<file path="src/rtl/imsic_topei_scanner_if.sv">
// Request/result handshake plus shared read port of the eip/eie RAM pair.
// master = requester and RAM side, slave = scanner.
interface imsic_topei_scanner_if #(
  parameter int AddrBits = 5,
  parameter int IdBits   = 10
);
  logic                scan_req;
  logic [IdBits-1:0]   threshold;
  logic [AddrBits-1:0] raddr;
  logic [31:0]         eip_rd;
  logic [31:0]         eie_rd;
  logic                busy;
  logic                done;
  logic [IdBits-1:0]   topei;
  logic                topei_valid;

  modport master (
    output scan_req, threshold, eip_rd, eie_rd,
    input  raddr, busy, done, topei, topei_valid
  );

  modport slave (
    input  scan_req, threshold, eip_rd, eie_rd,
    output raddr, busy, done, topei, topei_valid
  );
endinterface

</file>
<file path="src/rtl/imsic_topei_scanner.sv">
// Walks the eip/eie word arrays in ascending order and reports the lowest pending+enabled ID below threshold.
// Hit in word k: done k+3 cycles after the request; miss: NumWords+2. Requests while busy fold into one rescan.
module imsic_topei_scanner #(
  parameter int NumWords = 32,
  parameter int AddrBits = 5,
  parameter int IdBits   = 10
) (
  input  logic                       clk,
  input  logic                       rstn,
  imsic_topei_scanner_if.slave       bus
);

  typedef enum logic [1:0] {IDLE, SCAN, DONE} state_e;

  localparam logic [AddrBits-1:0] LastAddr = AddrBits'(NumWords - 1);

  state_e              state_q, state_d;
  logic [IdBits-1:0]   thr_q, thr_d;
  logic                rescan_q, rescan_d;
  logic [AddrBits-1:0] cnt_q, cnt_d;
  logic                dv_q, dv_d;
  logic [AddrBits-1:0] didx_q, didx_d;
  logic [IdBits-1:0]   topei_q, topei_d;
  logic                topei_valid_q, topei_valid_d;

  logic [31:0] hits;
  logic [4:0]  low_bit;
  logic        hit_any;

  // ID 0 is never a valid identity; IDs at or above a nonzero threshold are suppressed.
  always_comb begin
    hits = bus.eip_rd & bus.eie_rd;
    for (int b = 0; b < 32; b++) begin
      if ((didx_q == '0) && (b == 0)) hits[b] = 1'b0;
      if ((thr_q != '0) && ({didx_q, 5'(b)} >= thr_q)) hits[b] = 1'b0;
    end
    low_bit = '0;
    hit_any = 1'b0;
    for (int b = 31; b >= 0; b--) begin
      if (hits[b]) begin
        low_bit = 5'(b);
        hit_any = 1'b1;
      end
    end
  end

  always_comb begin
    state_d       = state_q;
    thr_d         = thr_q;
    rescan_d      = rescan_q;
    cnt_d         = cnt_q;
    dv_d          = 1'b0;
    didx_d        = didx_q;
    topei_d       = topei_q;
    topei_valid_d = topei_valid_q;

    case (state_q)
      IDLE: begin
        if (bus.scan_req || rescan_q) begin
          state_d  = SCAN;
          thr_d    = bus.threshold;
          rescan_d = 1'b0;
          cnt_d    = '0;
        end
      end
      SCAN: begin
        if (bus.scan_req) rescan_d = 1'b1;
        // dv/didx follow the address by one cycle to line up with the RAM's registered output.
        dv_d   = 1'b1;
        didx_d = cnt_q;
        if (cnt_q != LastAddr) cnt_d = cnt_q + 1'b1;
        if (dv_q && hit_any) begin
          topei_d       = {didx_q, low_bit};
          topei_valid_d = 1'b1;
          state_d       = DONE;
          dv_d          = 1'b0;
          cnt_d         = cnt_q;
        end else if (dv_q && (didx_q == LastAddr)) begin
          topei_d       = '0;
          topei_valid_d = 1'b0;
          state_d       = DONE;
          dv_d          = 1'b0;
          cnt_d         = cnt_q;
        end
      end
      DONE: begin
        if (bus.scan_req) rescan_d = 1'b1;
        state_d = IDLE;
      end
      default: state_d = IDLE;
    endcase
  end

  always_ff @(posedge clk or negedge rstn) begin
    if (!rstn) begin
      state_q       <= IDLE;
      thr_q         <= '0;
      rescan_q      <= 1'b0;
      cnt_q         <= '0;
      dv_q          <= 1'b0;
      didx_q        <= '0;
      topei_q       <= '0;
      topei_valid_q <= 1'b0;
    end else begin
      state_q       <= state_d;
      thr_q         <= thr_d;
      rescan_q      <= rescan_d;
      cnt_q         <= cnt_d;
      dv_q          <= dv_d;
      didx_q        <= didx_d;
      topei_q       <= topei_d;
      topei_valid_q <= topei_valid_d;
    end
  end

  assign bus.raddr       = cnt_q;
  assign bus.busy        = (state_q == SCAN);
  assign bus.done        = (state_q == DONE);
  assign bus.topei       = topei_q;
  assign bus.topei_valid = topei_valid_q;

endmodule

</file>
<file path="src/flat_wrapper.sv">
// flat-port wrapper written by rule: the top's interface ports become plain ports
module imsic_topei_scanner_flat 
#(
  parameter int NumWords = 32,
  parameter int AddrBits = 5,
  parameter int IdBits   = 10
)
  (clk, rstn, bus_scan_req, bus_threshold, bus_eip_rd, bus_eie_rd, bus_raddr, bus_busy, bus_done, bus_topei, bus_topei_valid);
  imsic_topei_scanner_if #(.AddrBits(AddrBits), .IdBits(IdBits)) bus_i ();
  input  logic clk;
  input  logic rstn;
  input wire logic [$bits(bus_i.scan_req)-1:0] bus_scan_req;
  input wire logic [$bits(bus_i.threshold)-1:0] bus_threshold;
  input wire logic [$bits(bus_i.eip_rd)-1:0] bus_eip_rd;
  input wire logic [$bits(bus_i.eie_rd)-1:0] bus_eie_rd;
  output wire logic [$bits(bus_i.raddr)-1:0] bus_raddr;
  output wire logic [$bits(bus_i.busy)-1:0] bus_busy;
  output wire logic [$bits(bus_i.done)-1:0] bus_done;
  output wire logic [$bits(bus_i.topei)-1:0] bus_topei;
  output wire logic [$bits(bus_i.topei_valid)-1:0] bus_topei_valid;
  assign bus_i.scan_req = bus_scan_req;
  assign bus_i.threshold = bus_threshold;
  assign bus_i.eip_rd = bus_eip_rd;
  assign bus_i.eie_rd = bus_eie_rd;
  assign bus_raddr = bus_i.raddr;
  assign bus_busy = bus_i.busy;
  assign bus_done = bus_i.done;
  assign bus_topei = bus_i.topei;
  assign bus_topei_valid = bus_i.topei_valid;
  imsic_topei_scanner #(.NumWords(NumWords), .AddrBits(AddrBits), .IdBits(IdBits)) u_core (.clk(clk), .rstn(rstn), .bus(bus_i));
endmodule
</file>
<file path="config.mk">
export PLATFORM = sky130hd
export DESIGN_NAME = imsic_topei_scanner_flat
export DESIGN_NICKNAME = d
export VERILOG_FILES = /design/src/rtl/imsic_topei_scanner_if.sv /design/src/rtl/imsic_topei_scanner.sv /design/src/flat_wrapper.sv
export SDC_FILE = /design/constraint.sdc
export NUM_CORES = 1
export LEC_CHECK = 0
export ABC_AREA = 0
export ABC_CLOCK_PERIOD_IN_PS = 10400
export CAP_MARGIN = 5
export CORE_MARGIN = 2
export CORE_UTILIZATION = 45
export CTS_CLUSTER_SIZE = 16
export DETAILED_ROUTE_END_ITERATION = 10
export PLACE_DENSITY = 0.86
export SYNTH_ARGS = -nofsm -noshare
export SYNTH_HDL_FRONTEND = slang
export SYNTH_SLANG_ARGS = --single-unit
</file>
<file path="constraint.sdc">
create_clock -name clk -period 10.4 [get_ports clk]
set_clock_uncertainty 0.2 [all_clocks]
set_input_delay 1.56 -clock clk [delete_from_list [all_inputs] [get_ports clk]]
set_output_delay 1.56 -clock clk [all_outputs]
set_load 0.05 [all_outputs]
</file>
Yosys cells after proc, flatten, opt, wreduce, memory -nomap -nowiden
Index checks and enable logic that the tools add are counted.
Storage, ports and cells
  output and inout port bits: 18
  bits of input ports: 77
  memories: 0
  ROM bits: 0
  register bits after elaboration: 35
  RAM bits: 0
  latch bits: 0
  logic and storage cells: 215
Cells by class
  eq/ne operators: 10
  divide/modulo/power cells: 0
  multiplexer cells: 116
  order comparisons: 32
  shift-type cells: 0
  add/subtract/negate cells: 1
  reduce and logical (&&, ||, !) cells: 47
  bitwise gates (word level): 1
  $mul: 0
Operators by type and width (count)
  $ge A10 B10 Y1: 32
  $mux W5: 36
  $mux W1: 72
  $logic_and A1 B1 Y1: 34
  $and A32 B32 Y32: 1
  $mux W10: 2
  $pmux W5 S2: 1
  $reduce_bool A10 Y1: 1
  $mux W2: 3
  $ne A2 B1 Y1 const B: 3
  $reduce_and A2 Y1: 3
  $reduce_bool A2 Y1: 3
  $add A5 B1 Y5 const B: 1
  $eq A5 B5 Y1 const B: 1
  $logic_not A5 Y1: 1
  $ne A5 B5 Y1 const B: 1
  $reduce_and A5 Y1: 1
  $ne A2 B2 Y1 const B: 2
  $pmux W2 S2: 1
  $ne A3 B1 Y1 const B: 1
  $reduce_and A3 Y1: 1
  $eq A2 B1 Y1 const B: 1
  $eq A2 B2 Y1 const B: 1
  $logic_not A2 Y1: 1
  3 further kinds: 3

Longest topological paths before layout
Gate-level depths: netlist of run 1.
  depth after elaboration: 38
  gate-level depth with buffers: 14
  gate-level depth less buffers: 10

Least setup slack after synthesis of run 1
OpenSTA, ideal clock, no wires.
  path type: input to register
  start point: input bus_eip_rd[14]
  end point: register u_core.cnt_q[3] (netlist: u_core.bus.raddr[3])
  path buffers: 1
  setup time: 126 ps
  required time: 10074 ps
  cell stages on the path: 8
  setup slack: 6055 ps
  arrival: 4019 ps
  cells stage by stage: a311oi_1 > nor3_1 > or4_4 > or4b_4 > o41a_1 > buf_6 > o211a_1 > a221o_1
Between the ends
  cells in the longest elaborated chain, start to end: 20
RTL lines
  from (decl): RTL line flat_wrapper.sv:14  | input wire logic [$bits(bus_i.eip_rd)-1:0] bus_eip_rd;
  $and A32 B32 Y32: RTL line imsic_topei_scanner.sv:32  | hits = bus.eip_rd & bus.eie_rd;
  $mux W1: RTL line imsic_topei_scanner.sv:35  | if ((thr_q != '0) && ({didx_q, 5'(b)} >= thr_q)) hits[b] = 1'b0;
  $mux W1 (15 in a row): RTL line imsic_topei_scanner.sv:40  | if (hits[b]) begin
  $logic_and A1 B1 Y1: RTL line imsic_topei_scanner.sv:72  | if (dv_q && hit_any) begin
  $ne A2 B2 Y1 (no source line)
  $reduce_and A5 Y1 (no source line)
  to (signal assigned): RTL line imsic_topei_scanner.sv:108  | cnt_q <= cnt_d;
  to (decl): RTL line imsic_topei_scanner.sv:20  | logic [AddrBits-1:0] cnt_q, cnt_d;
No other way between the ends.
A chain may end at the register's enable or synchronous reset.

Final worst setup path of run 1
  start point: input bus_eip_rd[14]
  end point: register u_core.cnt_q[0] (netlist: u_core.bus.raddr[0])
The elaborated chain is that of the path after synthesis.

==> run metrics, run 1 <==
sequential share of power 27.2%; RSZ-0062 raised after global routing false; Antenna diodes 0; drt drc 0; crit path DAT 4.87 ns; CP cell instances clkdlybuf4s50_1 -> a311oi_1 -> nor3_1 -> or4_4 -> or4b_4 -> o41a_1 -> or4_1 -> o211ai_1; Worst VDD drop 0.193 mV; Core Area 6720 µm²; vias per cell 6.55; dpl hpwl 8.45 mm; sequential fraction of the synthesis area 28.5%; CTS tree built; fmax 206 MHz; Worst Tran Pin Value 0.845 ns; die area 7520 µm²; Post-DRT Antenna Nets 0; wire length per cell 19.9 µm; Fillers 598; switch share 50.3%; Setup WS pre-CTS 5.27 ns; Int Pwr 463 µW; Netlist cell types 68; syn_nets 465; Worst path max stage delay 0.60 ns; top flip-flop cell by instance count after synthesis dfrtp_1; Final min period 4.86 ns; CTS Buf Count 5; grt peak-use layer met2; Cells after Synth 377; Worst Setup End Kind flop; Synth Warn # 0; syn_area_per_cell 8.16 µm²; area of the mapped netlist 3080 µm²; Setup CP Type primary input to flop; clk_lat worst skew 0.30 ns; part of the power in combinational logic 59.5%; LEAKAGE 0.00168 µW; Final Hold Vio Count 0; RD Place Congestion 0.983; Max Cap Viol 0; CP max stage cell o41a_1; Design Power 932 µW; clock power share 13.3%; number of synthesized flops with an enable pin 0; fin. max-slew vios 0; Startpoint Class primary input; largest net degree at the start of global routing 36; leading area contributor after synthesis dfrtp_1; die width 86.7 µm; PwrDens 224 nW/µm²; CP max FO 11; Nets 550; post-CTS resize count 0; slew margin rel. 43.3%; cts hold-fix bufs 0; Area contributors post-synth dfrtp_1 (28%), nand2_1 (5.4%), mux2_2 (5.1%); number of setup buffers added after CTS 0; H-tree lvl count 2; initial antenna violation count 0; met3 Track Usage GR 5.05%; Fin Setup TNS 0 ns; Synth async-reset ratio 100%; CTS sink cnt 35; WL final 10.8 mm; height of the die 86.7 µm; post-synth top area share 28.5%; GRT overflow 0; First-pass DRT Iterations 6; CP delay by family, top simple AND/OR/NAND/NOR gates; ratio of final minimum period to clock period 46.7%; Clock Path Buffers 2; layout cell share with drive strength beyond 1 7.13%; status complete, no violations; CP required 10.42 ns; Hold Crit Class flop to flop; first-pass GRT wire length 17.1 mm; Buffers on Ports 94; top post-synthesis cells by count nand2_1 (44), dfrtp_1 (35), a21oi_1 (23), nor2_1 (22), o21ai_0 (22); vias in the first global route 3573; grt met1 use 35.9%; dpl cell area 4050 µm²; routed vias 3556; cell with the most instances after synthesis nand2_1; clock-pin slew on the worst setup and hold paths 0.08 ns; Final WS setup 5.54 ns; routing usage on met2 49.7%; finished layout cell area 4160 µm²; r2r setup slk 5.74 ns; Finish-stage setup viols 0; Tot GR Track Use 28.8%; IO Count 95; drt initial violations 274; Initial Utilization 45.8%; Core Rows 30; Area Growth Syn to Fin 35.2%; net switching power 468 µW; CP bufs+invs 1; CTS root buf clkbuf_8; Yosys reg bits 35
registers in the layout (all words and copies together) (netlist names):
signal / cells
u_core.bus.raddr: 5
u_core.bus.topei_valid: 1
u_core.state_q: 2
u_core.dv_q: 1
u_core.didx_q: 5
u_core.bus.topei: 10
u_core.thr_q: 10
u_core.rescan_q: 1
through the flow:
step / std cells / hold WS (ns) / util [%]
global placement: 535 / 0.262 / 60.2
finish: 543 / 0.282 / 61.9
detailed placement: 535 / 0.272 / 60.2
global route: 543 / 0.306 / 61.9
CTS: 543 / 0.285 / 61.9
floorplan: 377 / 0.289 / -
power by group through the flow:
stage | clock network, µW | registers [µW] | logic [µW]
final | 124 | 254 | 554
after global placement | 0 | 250 | 532
after CTS | 125 | 251 | 546
after global routing | 132 | 261 | 597
after detailed placement | 0 | 252 | 544
after floorplan | 0 | 267 | 362
worst reg2reg max path, stage by stage, from the launching register on:
cell and delay [ns]:
dfrtp_1 0.46, ha_1 0.39, nand4_2 0.35, o221ai_1 0.31, buf_4 0.25, o21ai_0 0.25
a221oi_1 0.60, or4b_4 0.55, o41a_1 0.60, or4_1 0.53, o211ai_1 0.10
layer usage:
metal	up-vias	wire, µm
met5	-	0
met4	0	221
met2	181	5230
li1	1647	-
met1	1706	4560
met3	22	794
area by class of cell:
type | count | area [µm²] | share of cell area [%]
multi-input combinational | 309 | 2060 | 49.5
clock inverter | 3 | 43.8 | 1.05
clock buffer | 5 | 68.8 | 1.65
sequential | 35 | 876 | 21.1
timing repair buffer | 96 | 956 | 23.0
tap | 80 | 100 | 2.41
inverter | 15 | 56.3 | 1.35
path summary, 6_finish.rpt:
kind	startpoint	cells past startpoint	end
hold reg to reg	u_core.bus.topei_valid$_DFFE_PN0P_	1	u_core.bus.topei_valid$_DFFE_PN0P_
min in group asynchronous	rstn	2	u_core.didx_q[2]$_DFFE_PN0P_
max in group asynchronous	rstn	2	u_core.thr_q[6]$_DFFE_PN0P_
hold / removal	u_core.bus.topei_valid$_DFFE_PN0P_	1	u_core.bus.topei_valid$_DFFE_PN0P_
setup / recovery	bus_eip_rd[14]	8	u_core.bus.raddr[0]$_DFFE_PN0P_
setup reg to reg	u_core.didx_q[4]$_DFFE_PN0P_	10	u_core.bus.raddr[0]$_DFFE_PN0P_
logic make-up (layout without fill, tap and decap cells):
logic type,Yosys count,after routing,share of synthesized area [%]
DFF,35,35,28.5
adders and majority gates,11,11,4.47
muxes,14,14,5.12
and+or+nand+nor,138,138,22.9
AOI/OAI and AO/OA,146,146,34.4
buffers and inverters,33,119,4.63
placed cells by master, fill, tap and decap left out, types with 7 or more instances in the layout:
cell and instances:
ha_1 11, nor3_1 10, a21oi_1 23, and3_1 7, inv_1 15, a31oi_1 13, clkdlybuf4s50_1 94, nand3_1 18
nor2_1 22, o21ai_0 22, and2_1 7, mux2_2 14, o21a_1 8, a41oi_1 7, dfrtp_1 35, nand2_1 44
No activity file was read; power rests on OpenSTA's default activity.
==> inputs of run 2 (changes only) <==
- ABC_CLOCK_PERIOD_IN_PS: 10400 -> 4600
- clock period: 10.4 -> 4.6 ns (I/O delays scaled with it)
==> run metrics, run 2 (synthesized netlist as in run 1, its figures left out) <==
clock-pin slew on the worst setup and hold paths 0.08 ns (about the same); crit path DAT 4.33 ns (-0.54 ns); CTS Buf Count 5 (unchanged); Hold Path Stages 1 (unchanged); layout cell share with drive strength beyond 1 8.12% (+0.99 points); CP max FO 11 (unchanged); register area 876 µm² (unchanged); Antenna diodes 0 (unchanged); Area Growth Syn to Fin 35.7%; slew margin rel. 46.2% (+2.9 points); RSZ-0062 raised after global routing false; fin. max-slew vios 0 (unchanged); Tot GR Track Use 27.7% (-1.1 points); Fillers 586 (-2.0%); height of the die 86.7 µm (unchanged); Post-DRT Antenna Nets 0 (unchanged); CTS root buf clkbuf_8; number of setup buffers added after CTS 0 (unchanged); RD Place Congestion 0.966 (-1.7%); H-tree lvl count 2 (unchanged); vias in the first global route 3412 (-4.5%); clk_lat worst skew 0.29 ns (about the same); wl on met1 4.55 mm (-0.24%); Setup CP Type flop to flop; most frequent cells in the layout clkdlybuf4s50_1 (94), nand2_1 (44), dfrtp_1 (35); Max Cap Viol 0 (unchanged); Min Hold Slack 0.279 ns (-0.00275 ns); highest metal used met4; GRT overflow 0 (unchanged); largest net degree at the start of global routing 36 (unchanged); die width 86.7 µm (unchanged); Core Area 6720 µm² (unchanged); Final Hold Vio Count 0 (unchanged); First-pass DRT Iterations 5 (-1); CTS tree built; CTS sink cnt 35 (unchanged); multi-input logic area 2070 µm² (+0.30%); routed vias 3547 (-0.25%); Startpoint Class flop; Initial Utilization 45.8% (unchanged); Worst Setup End Kind flop; Clock Path Buffers 2 (unchanged); IO Count 95 (unchanged); die area 7520 µm² (unchanged); ratio of final minimum period to clock period 93.7%; wire length per cell 19.1 µm (-3.9%); Buffers on Ports 94 (unchanged); status complete, no violations; WL final 10.5 mm (-3.1%); Worst VDD drop 0.417 mV (+120%); met2 wire length 4.80 mm (-8.3%); PwrDens 491 nW/µm² (+120%); Core Rows 30 (unchanged); CP required 4.61 ns (-5.81 ns); first-pass GRT wire length 16.4 mm (-3.9%); commonest non-fill, non-tap cell in the layout clkdlybuf4s50_1; LEAKAGE 0.00169 µW (+0.51%); vias per cell 6.47 (-1.2%); Fin Setup TNS 0 ns (unchanged); Design Power 2050 µW (+120%); Final min period 4.31 ns; Nets 555 (+0.91%); initial antenna violation count 0 (unchanged); drt initial violations 259 (-5.5%); met3 wire len 748 µm (-5.8%); dpl hpwl 8.36 mm (-1.0%); Hold Crit Class flop to flop; Worst Tran Pin Value 0.801 ns (-0.0438 ns); worst r2r path cells 9 (-1); Finish-stage setup viols 0 (unchanged); drt drc 0 (unchanged); fmax 232 MHz
-- run 2: cell count changes in the layout (fill, tap and decap cells not counted), sizes merged --
| cell | change |
|---|---|
| buf | +5 |
| bufinv | -1 |
| clkbuf | +1 |
| clkinv | -1 |
| clkinvlp | +1 |
-- run 2: path summary, 6_finish.rpt --
path                                                    startpoint                                 end  slack (ns)
worst min register to register  u_core.bus.topei_valid$_DFFE_PN0P_  u_core.bus.topei_valid$_DFFE_PN0P_        0.28
worst max register to register        u_core.didx_q[4]$_DFFE_PN0P_     u_core.bus.raddr[0]$_DFFE_PN0P_        0.29
worst max-delay path                  u_core.didx_q[4]$_DFFE_PN0P_     u_core.bus.raddr[0]$_DFFE_PN0P_        0.29
max in group asynchronous                                     rstn         u_core.thr_q[9]$_DFFE_PN0P_        3.28
worst min-delay path            u_core.bus.topei_valid$_DFFE_PN0P_  u_core.bus.topei_valid$_DFFE_PN0P_        0.28
min in group asynchronous                                     rstn     u_core.bus.raddr[4]$_DFFE_PN0P_        0.60
-- run 2: report_power, final --
part	internal [µW]	switching [µW]	leakage [µW]
Clock	106	113	0.0000412
Combinational	493	787	0.00120
Sequential	415	135	0.000450
Total	1010	1040	0.00169
-- run 2: repair_timing --
action,CTS,global route
gates resized for setup,0,1
endpoints found under the setup margin,0,12
hold endpoints to repair,0,0
hold buffers,0,0
-- run 2: final cells by class --
class,count,share of cell area (%)
multi-input cells,309,49.5
repair buffers,101,23.8
flip-flops and latches,35,21.0
well taps,80,2.40
clock buffers,6,1.74
inverters,15,1.35
clock inverters,2,0.300
-- run 2: layer usage --
layer | track usage (%) | vias up
met3 | 4.29 | 33
met4 | 11.9 | 0
met5 | 0 | -
met2 | 45.9 | 179
li1 | - | 1658
met1 | 35.7 | 1677
-- run 2: metrics by stage --
step | util (%) | std cells | area, µm² | worst slack (ns)
2_1_floorplan | - | 377 | 3080 | 0.729
3_3_place_gp | 60.8 | 540 | 4090 | 0.394
3_5_place_dp | 60.8 | 540 | 4090 | 0.228
4_1_cts | 62.1 | 548 | 4170 | 0.229
5_1_grt | 62.2 | 548 | 4180 | 0.155
6_report | 62.2 | 548 | 4180 | 0.288
-- run 2: worst max-delay path, cell delays in order (launching register included) --
cell and delay, ns:
dfrtp_1 0.42, ha_1 0.37, nand4_2 0.33, o41ai_2 0.53, a211oi_1 0.14, or4_4 0.51, or4b_4 0.56, o41a_1 0.58
or4_1 0.51, o211ai_1 0.10
